--- src/rtl/fmap_capture_mc_if.sv ---
// Column-in / BRAM-out bundle for fmap_capture_mc.
// Latency: none (wires only).
// Backpressure: col_ready qualifies valid_col; the BRAM side cannot stall.
//   master: column producer / BRAM sink side (drives valid_col, data_col)
//   slave : capture block side (drives col_ready and the BRAM write port)
interface fmap_capture_mc_if #(
    parameter int DATA_WIDTH = 16,
    parameter int PIX_H      = 24,
    parameter int NUM_CH     = 4,
    parameter int BRAM_DW    = 256,
    parameter int ADDR_W     = 12
);
    logic                                valid_col;
    logic                                col_ready;
    logic [NUM_CH*PIX_H*DATA_WIDTH-1:0]  data_col;
    logic [ADDR_W-1:0]                   bram_addr;
    logic [BRAM_DW-1:0]                  bram_wrdata;
    logic                                bram_we;

    modport master (
        output valid_col, data_col,
        input  col_ready, bram_addr, bram_wrdata, bram_we
    );

    modport slave (
        input  valid_col, data_col,
        output col_ready, bram_addr, bram_wrdata, bram_we
    );
endinterface

--- src/rtl/fmap_capture_mc.sv ---
// Multi-channel feature-map column writer: buffers one column, writes NUM_CH*WPC BRAM words.
// Latency: first bram_we one cycle after acceptance, then one word per cycle with no gaps.
// Backpressure: col_ready only in ARMED; valid_col while not ready drops the column and sets overflow_err.
// Ports: clk/rst (async active-high); start arms a frame; conv_done ends it;
//        bus (slave) carries the column handshake and BRAM write port;
//        busy/col_count/overflow_err/write_done report frame status.
module fmap_capture_mc #(
    parameter int DATA_WIDTH = 16,
    parameter int PIX_H      = 24,
    parameter int PIX_W      = 24,
    parameter int NUM_CH     = 4,
    parameter int BRAM_DW    = 256,
    parameter int ADDR_W     = 12,
    parameter int BASE_ADDR  = 0,
    parameter int CH_STRIDE  = PIX_W * ((PIX_H + (BRAM_DW / DATA_WIDTH) - 1) / (BRAM_DW / DATA_WIDTH))
) (
    input  logic                         clk,
    input  logic                         rst,
    input  logic                         start,
    input  logic                         conv_done,
    fmap_capture_mc_if.slave             bus,
    output logic                         busy,
    output logic [$clog2(PIX_W+1)-1:0]   col_count,
    output logic                         overflow_err,
    output logic                         write_done
);
    localparam int PPW      = BRAM_DW / DATA_WIDTH;
    localparam int WPC      = (PIX_H + PPW - 1) / PPW;
    localparam int CH_BITS  = PIX_H * DATA_WIDTH;
    localparam int COL_BITS = NUM_CH * CH_BITS;
    localparam int PAD_BITS = WPC * BRAM_DW;
    localparam int CNT_W    = $clog2(PIX_W + 1);
    localparam int CH_W     = (NUM_CH > 1) ? $clog2(NUM_CH) : 1;
    localparam int WD_W     = (WPC > 1) ? $clog2(WPC) : 1;

    typedef enum logic [1:0] {
        S_IDLE,
        S_ARMED,
        S_WRITE,
        S_DONE
    } state_t;

    state_t                state_q,   state_d;
    logic [COL_BITS-1:0]   col_buf_q, col_buf_d;
    logic [CNT_W-1:0]      count_q,   count_d;
    logic [CH_W-1:0]       ch_q,      ch_d;
    logic [WD_W-1:0]       wd_q,      wd_d;
    logic                  pend_q,    pend_d;
    logic                  ovf_q,     ovf_d;
    logic                  wdone_q,   wdone_d;
    logic                  we_q,      we_d;
    logic [ADDR_W-1:0]     addr_q,    addr_d;
    logic [BRAM_DW-1:0]    wrdata_q,  wrdata_d;

    logic                  col_full;
    logic                  accept;
    logic                  last_word;
    logic                  finish;
    logic [ADDR_W-1:0]     addr_calc;
    logic [PAD_BITS-1:0]   chan_pad;
    logic [BRAM_DW-1:0]    word_calc;

    // Word address and data for the (ch_q, wd_q) word of the buffered column.
    // Address math is ADDR_W wide so it wraps naturally; x = col_count - 1
    // because the count is bumped on acceptance. Zero-padding the channel
    // slice up to WPC whole words makes the tail lanes of the last word zero.
    always_comb begin
        addr_calc = ADDR_W'(BASE_ADDR)
                  + ADDR_W'(ch_q) * ADDR_W'(CH_STRIDE)
                  + (ADDR_W'(count_q) - ADDR_W'(1)) * ADDR_W'(WPC)
                  + ADDR_W'(wd_q);
        chan_pad  = PAD_BITS'(col_buf_q[int'(ch_q) * CH_BITS +: CH_BITS]);
        word_calc = chan_pad[int'(wd_q) * BRAM_DW +: BRAM_DW];
    end

    always_comb begin
        col_full  = (count_q == CNT_W'(PIX_W));
        accept    = (state_q == S_ARMED) && bus.valid_col && !col_full;
        last_word = (ch_q == CH_W'(NUM_CH - 1)) && (wd_q == WD_W'(WPC - 1));
        // conv_done in the current cycle counts too, so DONE is not delayed by a cycle.
        finish    = pend_q || conv_done || col_full;

        state_d   = state_q;
        col_buf_d = col_buf_q;
        count_d   = count_q;
        ch_d      = ch_q;
        wd_d      = wd_q;
        pend_d    = pend_q;
        ovf_d     = ovf_q;
        wdone_d   = wdone_q;
        we_d      = 1'b0;
        addr_d    = addr_q;
        wrdata_d  = wrdata_q;

        case (state_q)
            S_IDLE, S_DONE: begin
                if (start) begin
                    state_d = S_ARMED;
                    count_d = '0;
                    pend_d  = 1'b0;
                    ovf_d   = 1'b0;
                    wdone_d = 1'b0;
                end else if (state_q == S_DONE) begin
                    // Rises the cycle after DONE is entered, i.e. after the last write has landed.
                    wdone_d = 1'b1;
                end
            end
            S_ARMED: begin
                if (conv_done) pend_d = 1'b1;
                if (accept) begin
                    col_buf_d = bus.data_col;
                    count_d   = count_q + CNT_W'(1);
                    ch_d      = '0;
                    wd_d      = '0;
                    state_d   = S_WRITE;
                end else begin
                    // Not accepted while valid means the frame is already full.
                    if (bus.valid_col) ovf_d = 1'b1;
                    if (finish) state_d = S_DONE;
                end
            end
            S_WRITE: begin
                if (conv_done) pend_d = 1'b1;
                if (bus.valid_col) ovf_d = 1'b1;
                we_d     = 1'b1;
                addr_d   = addr_calc;
                wrdata_d = word_calc;
                if (wd_q == WD_W'(WPC - 1)) begin
                    wd_d = '0;
                    ch_d = last_word ? '0 : ch_q + CH_W'(1);
                end else begin
                    wd_d = wd_q + WD_W'(1);
                end
                if (last_word) state_d = finish ? S_DONE : S_ARMED;
            end
            default: state_d = S_IDLE;
        endcase
    end

    always_ff @(posedge clk or posedge rst) begin
        if (rst) begin
            state_q   <= S_IDLE;
            col_buf_q <= '0;
            count_q   <= '0;
            ch_q      <= '0;
            wd_q      <= '0;
            pend_q    <= 1'b0;
            ovf_q     <= 1'b0;
            wdone_q   <= 1'b0;
            we_q      <= 1'b0;
            addr_q    <= '0;
            wrdata_q  <= '0;
        end else begin
            state_q   <= state_d;
            col_buf_q <= col_buf_d;
            count_q   <= count_d;
            ch_q      <= ch_d;
            wd_q      <= wd_d;
            pend_q    <= pend_d;
            ovf_q     <= ovf_d;
            wdone_q   <= wdone_d;
            we_q      <= we_d;
            addr_q    <= addr_d;
            wrdata_q  <= wrdata_d;
        end
    end

    assign bus.col_ready   = (state_q == S_ARMED);
    assign bus.bram_we     = we_q;
    assign bus.bram_addr   = addr_q;
    assign bus.bram_wrdata = wrdata_q;
    assign busy            = (state_q == S_ARMED) || (state_q == S_WRITE);
    assign col_count       = count_q;
    assign overflow_err    = ovf_q;
    assign write_done      = wdone_q;
endmodule
--- src/flat_wrapper.sv ---
// flat-port wrapper written by rule: the top's interface ports become plain ports
module fmap_capture_mc_flat 
#(
    parameter int DATA_WIDTH = 16,
    parameter int PIX_H      = 24,
    parameter int PIX_W      = 24,
    parameter int NUM_CH     = 4,
    parameter int BRAM_DW    = 256,
    parameter int ADDR_W     = 12,
    parameter int BASE_ADDR  = 0,
    parameter int CH_STRIDE  = PIX_W * ((PIX_H + (BRAM_DW / DATA_WIDTH) - 1) / (BRAM_DW / DATA_WIDTH))
)
  (clk, rst, start, conv_done, busy, col_count, overflow_err, write_done, bus_valid_col, bus_data_col, bus_col_ready, bus_bram_addr, bus_bram_wrdata, bus_bram_we);
  fmap_capture_mc_if #(.DATA_WIDTH(DATA_WIDTH), .PIX_H(PIX_H), .NUM_CH(NUM_CH), .BRAM_DW(BRAM_DW), .ADDR_W(ADDR_W)) bus_i ();
  input  logic clk;
  input  logic rst;
  input  logic start;
  input  logic conv_done;
  output logic busy;
  output logic [$clog2(PIX_W+1)-1:0] col_count;
  output logic overflow_err;
  output logic write_done;
  input wire logic [$bits(bus_i.valid_col)-1:0] bus_valid_col;
  input wire logic [$bits(bus_i.data_col)-1:0] bus_data_col;
  output wire logic [$bits(bus_i.col_ready)-1:0] bus_col_ready;
  output wire logic [$bits(bus_i.bram_addr)-1:0] bus_bram_addr;
  output wire logic [$bits(bus_i.bram_wrdata)-1:0] bus_bram_wrdata;
  output wire logic [$bits(bus_i.bram_we)-1:0] bus_bram_we;
  assign bus_i.valid_col = bus_valid_col;
  assign bus_i.data_col = bus_data_col;
  assign bus_col_ready = bus_i.col_ready;
  assign bus_bram_addr = bus_i.bram_addr;
  assign bus_bram_wrdata = bus_i.bram_wrdata;
  assign bus_bram_we = bus_i.bram_we;
  fmap_capture_mc #(.DATA_WIDTH(DATA_WIDTH), .PIX_H(PIX_H), .PIX_W(PIX_W), .NUM_CH(NUM_CH), .BRAM_DW(BRAM_DW), .ADDR_W(ADDR_W), .BASE_ADDR(BASE_ADDR), .CH_STRIDE(CH_STRIDE)) u_core (.clk(clk), .rst(rst), .start(start), .conv_done(conv_done), .bus(bus_i), .busy(busy), .col_count(col_count), .overflow_err(overflow_err), .write_done(write_done));
endmodule
--- config.mk ---
export PLATFORM = sky130hd
export DESIGN_NAME = fmap_capture_mc_flat
export DESIGN_NICKNAME = d
export VERILOG_FILES = /design/src/rtl/fmap_capture_mc_if.sv /design/src/rtl/fmap_capture_mc.sv /design/src/flat_wrapper.sv
export SDC_FILE = /design/constraint.sdc
export NUM_CORES = 2
export LEC_CHECK = 0
export ABC_AREA = 1
export CORE_AREA = 2 2 703 705
export CTS_CLUSTER_DIAMETER = 40
export CTS_CLUSTER_SIZE = 14
export DETAILED_ROUTE_END_ITERATION = 6
export DIE_AREA = 0 0 705 707
export HOLD_SLACK_MARGIN = 0.1
export PLACE_DENSITY_LB_ADDON = 0.2
export SLEW_MARGIN = 15
export SYNTH_ARGS = -nofsm -noshare
export SYNTH_HDL_FRONTEND = slang
export SYNTH_SLANG_ARGS = --single-unit
--- constraint.sdc ---
create_clock -name clk -period 78.8 [get_ports clk]
set_clock_uncertainty 0.15 [all_clocks]
set_input_delay 15.76 -clock clk [delete_from_list [all_inputs] [get_ports clk]]
set_output_delay 15.76 -clock clk [all_outputs]
set_load 0.02 [all_outputs]
### Word level (Yosys, flattened, before mapping)

Cells that the tools add are included.

| word-level totals | value |
|---|---|
| register bits | 1818 |
| bits of input ports | 1541 |
| output and inout port bits | 278 |
| word-level logic and storage cells | 79 |

| cells by class | value |
|---|---|
| $add $sub $neg | 6 |
| $mul | 2 |
| equal/unequal tests | 12 |
| shift-type cells | 2 |
| multiplexer cells | 25 |
| reductions and logical operators | 21 |

Operators by type and width:

| kind | count |
|---|---|
| $shiftx 1536x32->384 | 1 |
| $shiftx 512x10->256 | 1 |
| $mux 2 | 8 |
| $add 12x1->12 | 1 |
| $add 8x12->12 | 1 |
| $mux 5 | 2 |
| $pmux 5 s2 | 1 |
| $reduce_and 2->1 | 5 |
| $mux 1 | 9 |
| $reduce_and 3->1 | 3 |
| $mul 2x2->4 const B | 2 |
| $ne 2x1->1 const B | 4 |
| $eq 2x2->1 const B | 3 |
| $pmux 2 s3 | 1 |
| $reduce_bool 2->1 | 3 |
| $sub 5x1->6 const B | 1 |
| $add 5x1->5 const B | 1 |
| $eq 5x5->1 const B | 1 |
| $ne 2x2->1 const B | 2 |
| $pmux 1 s2 | 2 |
| $pmux 2 s2 | 1 |
| $reduce_or 2->1 | 2 |
| $logic_and 1x1->1 | 3 |
| $logic_or 1x1->1 | 3 |
| 7 further kinds | 7 |

### Longest topological paths before layout

| depth | value |
|---|---|
| word-level depth | 5 |
| depth in mapped cells | 15 |
| mapped depth without buffers | 15 |

### Worst setup path after synthesis

OpenSTA, ideal clock, no wires.

| timing path | value |
|---|---|
| path kind | input -> register |
| from | input port bus_valid_col |
| to | register u_core.col_buf_q[1211] |
| library setup time | 0.116 ns |
| data arrival time | 16.617 ns |
| required time | 78.534 ns |
| path slack | 61.917 ns |
| stages on the path | 9 |
| path buffers | 3 |
| cells stage by stage | nand2_1 > clkinv_1 > nand2_2 > inv_2 > buf_6 > buf_4 > buf_4 > nand2_1 > nand2_1 |

| on the way | value |
|---|---|
| word-level cells in the longest chain between the ends | 3 |

RTL lines:

| what | line | text |
|---|---|---|
| start: declaration | flat_wrapper.sv:23 | `input wire logic [$bits(bus_i.valid_col)-1:0] bus_valid_col;` |
| $logic_and 1x1->1 (2 in series) | fmap_capture_mc.sv:78 | `accept = (state_q == S_ARMED) && bus.valid_col && !col_full;` |
| $reduce_and 2->1 (no source line) | n/a |  |
| end signal: assignment | fmap_capture_mc.sv:155 | `col_buf_q <= col_buf_d;` |
| end: declaration | fmap_capture_mc.sv:44 | `logic [COL_BITS-1:0] col_buf_q, col_buf_d;` |

Every way passes these cells.
A chain may end at the register's enable or synchronous reset.

==> summary.md <==
| Metric | Value |
|---|---|
| Clock Latency Late Sink | 0.98 ns |
| Gpl congestion | 0.8568 |
| Full die area | 0.4984 mm^2 |
| Post-CTS resize count | 0 |
| Detailed placer's ending HPWL | 351300 um |
| # DRC | 0 |
| Layout cells sized above 1 | 0.06842 |
| Cts bufs inserted | 398 |
| Pre-CTS WS | 55.89 ns |
| Critical path launch point type | input port |
| Worst Hold Launch | u_core.col_buf_q[384]$_DFFE_PP0P_ |
| Clock sink total | 1818 |
| Post-Syn Nets | 11640 |
| Area growth, synth to finish | 49.32% |
| Most frequent cells in the layout | 5429 x nand2_1, 1818 x clkdlybuf4s50_1, 1816 x dfrtp_1 |
| Setup violations, final | 0 |
| Initial Util | 0.1617 |
| Period Utilization, post-route | 0.2736 |
| RSZ-0062 raised after global routing | false |
| Worst Setup Path Type | input port to async pin |
| Core footprint | 0.4916 mm^2 |
| Worst Setup End Kind | async pin |
| R2r startpoint | u_core.state_q[1]$_DFFE_PP0P_ |
| Root Buffer Master | clkbuf_16 |
| Hold_buf cts | 0 |
| Vias in the first global route | 77880 |
| CTS tree | yes |
| Drt total wl | 480400 um |
| Mean Syn Cell Area | 7.886 um^2 |
| Library cells used by synthesis | 27 |
| Max-cap viol count | 0 |
| Synthesized flop and latch total | 1818 |
| Worst-case vdd ir drop | 0.02134 mV |
| Global Route Usage Sum | 0.1856 |
| Slew HR | 0.07292 |
| Mapped cell area | 0.07948 mm^2 |
| Fmax | 0.04638 GHz |
| Worst Path Max Fanout | 88 |
| Hold Crit Class | register to register |
| Max Transition Viols Final | 0 |
| Post-Syn Instances | 10080 |
| ANT nets after route | 0 |
| Routed vias | 76270 |
| Row cnt | 258 |
| DR pass1 iterations | 6 |
| Initial DRC Count | 5999 |
| First-pass GRT wire length | 655400 um |
| Leakage | 56.52 nW |
| Pwr dens | 42.32 mW/mm^2 |
| Worst-margin pin slew | 1.391 ns |
| DR WL/cell | 25.74 um |
| Sequential share of the synthesized area | 0.5724 |
| Crit path required time | 79.64 ns |
| Largest net degree at the start of global routing | 174 |
| Die H | 707 um |
| Worst EP arrival | 22.40 ns |
| Buffers on Ports | 1818 |
| Aggregate global routing overflow | 0 |
| Min cycle time layout | 21.56 ns |
| H-tree Lvls | 5 |
| Vias per cell | 4.086 |
| Initial antenna violation count | 263 |
| Commonest non-fill, non-tap cell in the layout | nand2_1 |
| Max Root-Sink Buffers | 4 |
| Status | finished, final reports clean |
| Worst setup path start | rst |
| Synth warnings | 0 |
| Net count reported at finish | 13300 |
| Die width | 705 um |
| Worst-path clk slew | 0.05 ns |
| I/O pin count | 1819 |
| Setup_tns | 0 ns |
| # Post-CTS Setup Buffers | 0 |
| Final hold viol count | 0 |
| PnR worst setup slack | 57.24 ns |
## flip-flops by register name, summed over array words and instances (netlist names)
signal,cells
u_core.state_q,2
u_core.bus.bram_addr,12
u_core.wd_q,1
u_core.col_buf_q,1536
u_core.bus.bram_we,1
u_core.pend_q,1
u_core.overflow_err,1
u_core.ch_q,2
u_core.write_done,1
u_core.bus.bram_wrdata,256
u_core.col_count,5
## metrics by stage
stage          utilization  total power [W]  cells  hold WS [ns]  area, um^2
6_report            0.2414         0.005023  18670        0.3191      118700
3_3_place_gp        0.2111         0.003208  17840        0.3070      103800
5_1_grt             0.2412         0.005343  18630        0.3315      118600
4_1_cts             0.2410         0.005102  18590        0.3221      118500
2_1_floorplan            -         0.002512  10080        0.2936       79480
3_5_place_dp        0.2111         0.003211  17840        0.3095      103800
## cell usage after synthesis, drive strengths merged
library cell,instances,area share
a21oi,7,0.00044
a31oi,1,0.000079
buf,385,0.026
clkbuf,283,0.013
clkinv,3,0.00014
dfrtp,1818,0.57
fa,1,0.00025
ha,14,0.0022
inv,28,0.0013
nand2,5431,0.26
nand3,143,0.0090
nand4,3,0.00024
nor2,785,0.037
nor3,1,0.000063
o21ai,785,0.049
o21bai,1,0.000094
o22ai,384,0.030
o31ai,1,0.000094
or2,1,0.000079
xor2,4,0.00044
## final cells by class
| type | count | area, um^2 |
|---|---|---|
| antenna | 78 | 195.2 |
| clock buffer | 500 | 10930 |
| clock inverter | 243 | 3794 |
| fill | 54160 | 373000 |
| inverter | 31 | 168.9 |
| multi-input combinational | 7562 | 30720 |
| sequential | 1818 | 45500 |
| tap | 6500 | 8133 |
| timing repair buffer | 1933 | 19240 |
## critical path, stage by stage
cell and delay [ns]:
clkdlybuf4s50_1 0.49, inv_8 0.51, buf_4 0.76, buf_4 0.75
buf_4 0.86, buf_4 0.79, buf_4 0.65, buf_4 0.76
buf_4 0.73
## cells by family after synthesis
family / after synthesis / share of synthesized area
buffers and inverters: 699 / 0.04129
and+or+nand+nor: 6364 / 0.3031
AOI/OAI and AO/OA: 1179 / 0.08036
adders and majority gates: 15 / 0.002456
DFF: 1818 / 0.5724
xor gates and xnor gates: 4 / 0.0004407
## path summary, 6_finish.rpt
| path | end | slack, ns | depth (start not counted) |
|---|---|---|---|
| hold reg to reg | u_core.col_buf_q[384]$_DFFE_PP0P_ | 0.32 | 2 |
| hold / removal | u_core.col_buf_q[384]$_DFFE_PP0P_ | 0.32 | 2 |
| min in group asynchronous | u_core.col_buf_q[1059]$_DFFE_PP0P_ | 15.17 | 2 |
| setup reg to reg | u_core.col_buf_q[53]$_DFFE_PP0P_ | 72.16 | 13 |
| max in group clk | u_core.col_buf_q[53]$_DFFE_PP0P_ | 57.76 | 12 |
| setup / recovery | u_core.col_buf_q[222]$_DFFE_PP0P_ | 57.24 | 9 |
## report_power, final
part | switching (W) | internal, W | leakage [nW] | total [W]
sequential | 0.000270 | 0.00137 | 22.7 | 0.00164
combinational | 0.00100 | 0.000533 | 26.7 | 0.00154
clock | 0.000619 | 0.00123 | 7.08 | 0.00185
total | 0.00189 | 0.00313 | 56.5 | 0.00502
## metal layers
metal  vias to the layer above  part of all wire  track usage
met5                         -            0.0013            0
met4                        98             0.036      0.06639
met3                       906             0.058      0.04384
met2                      2490              0.50       0.3229
met1                     37460              0.41       0.2224
li1                      35320                 -            -
Note: power is estimated with default switching activity, not from simulation.
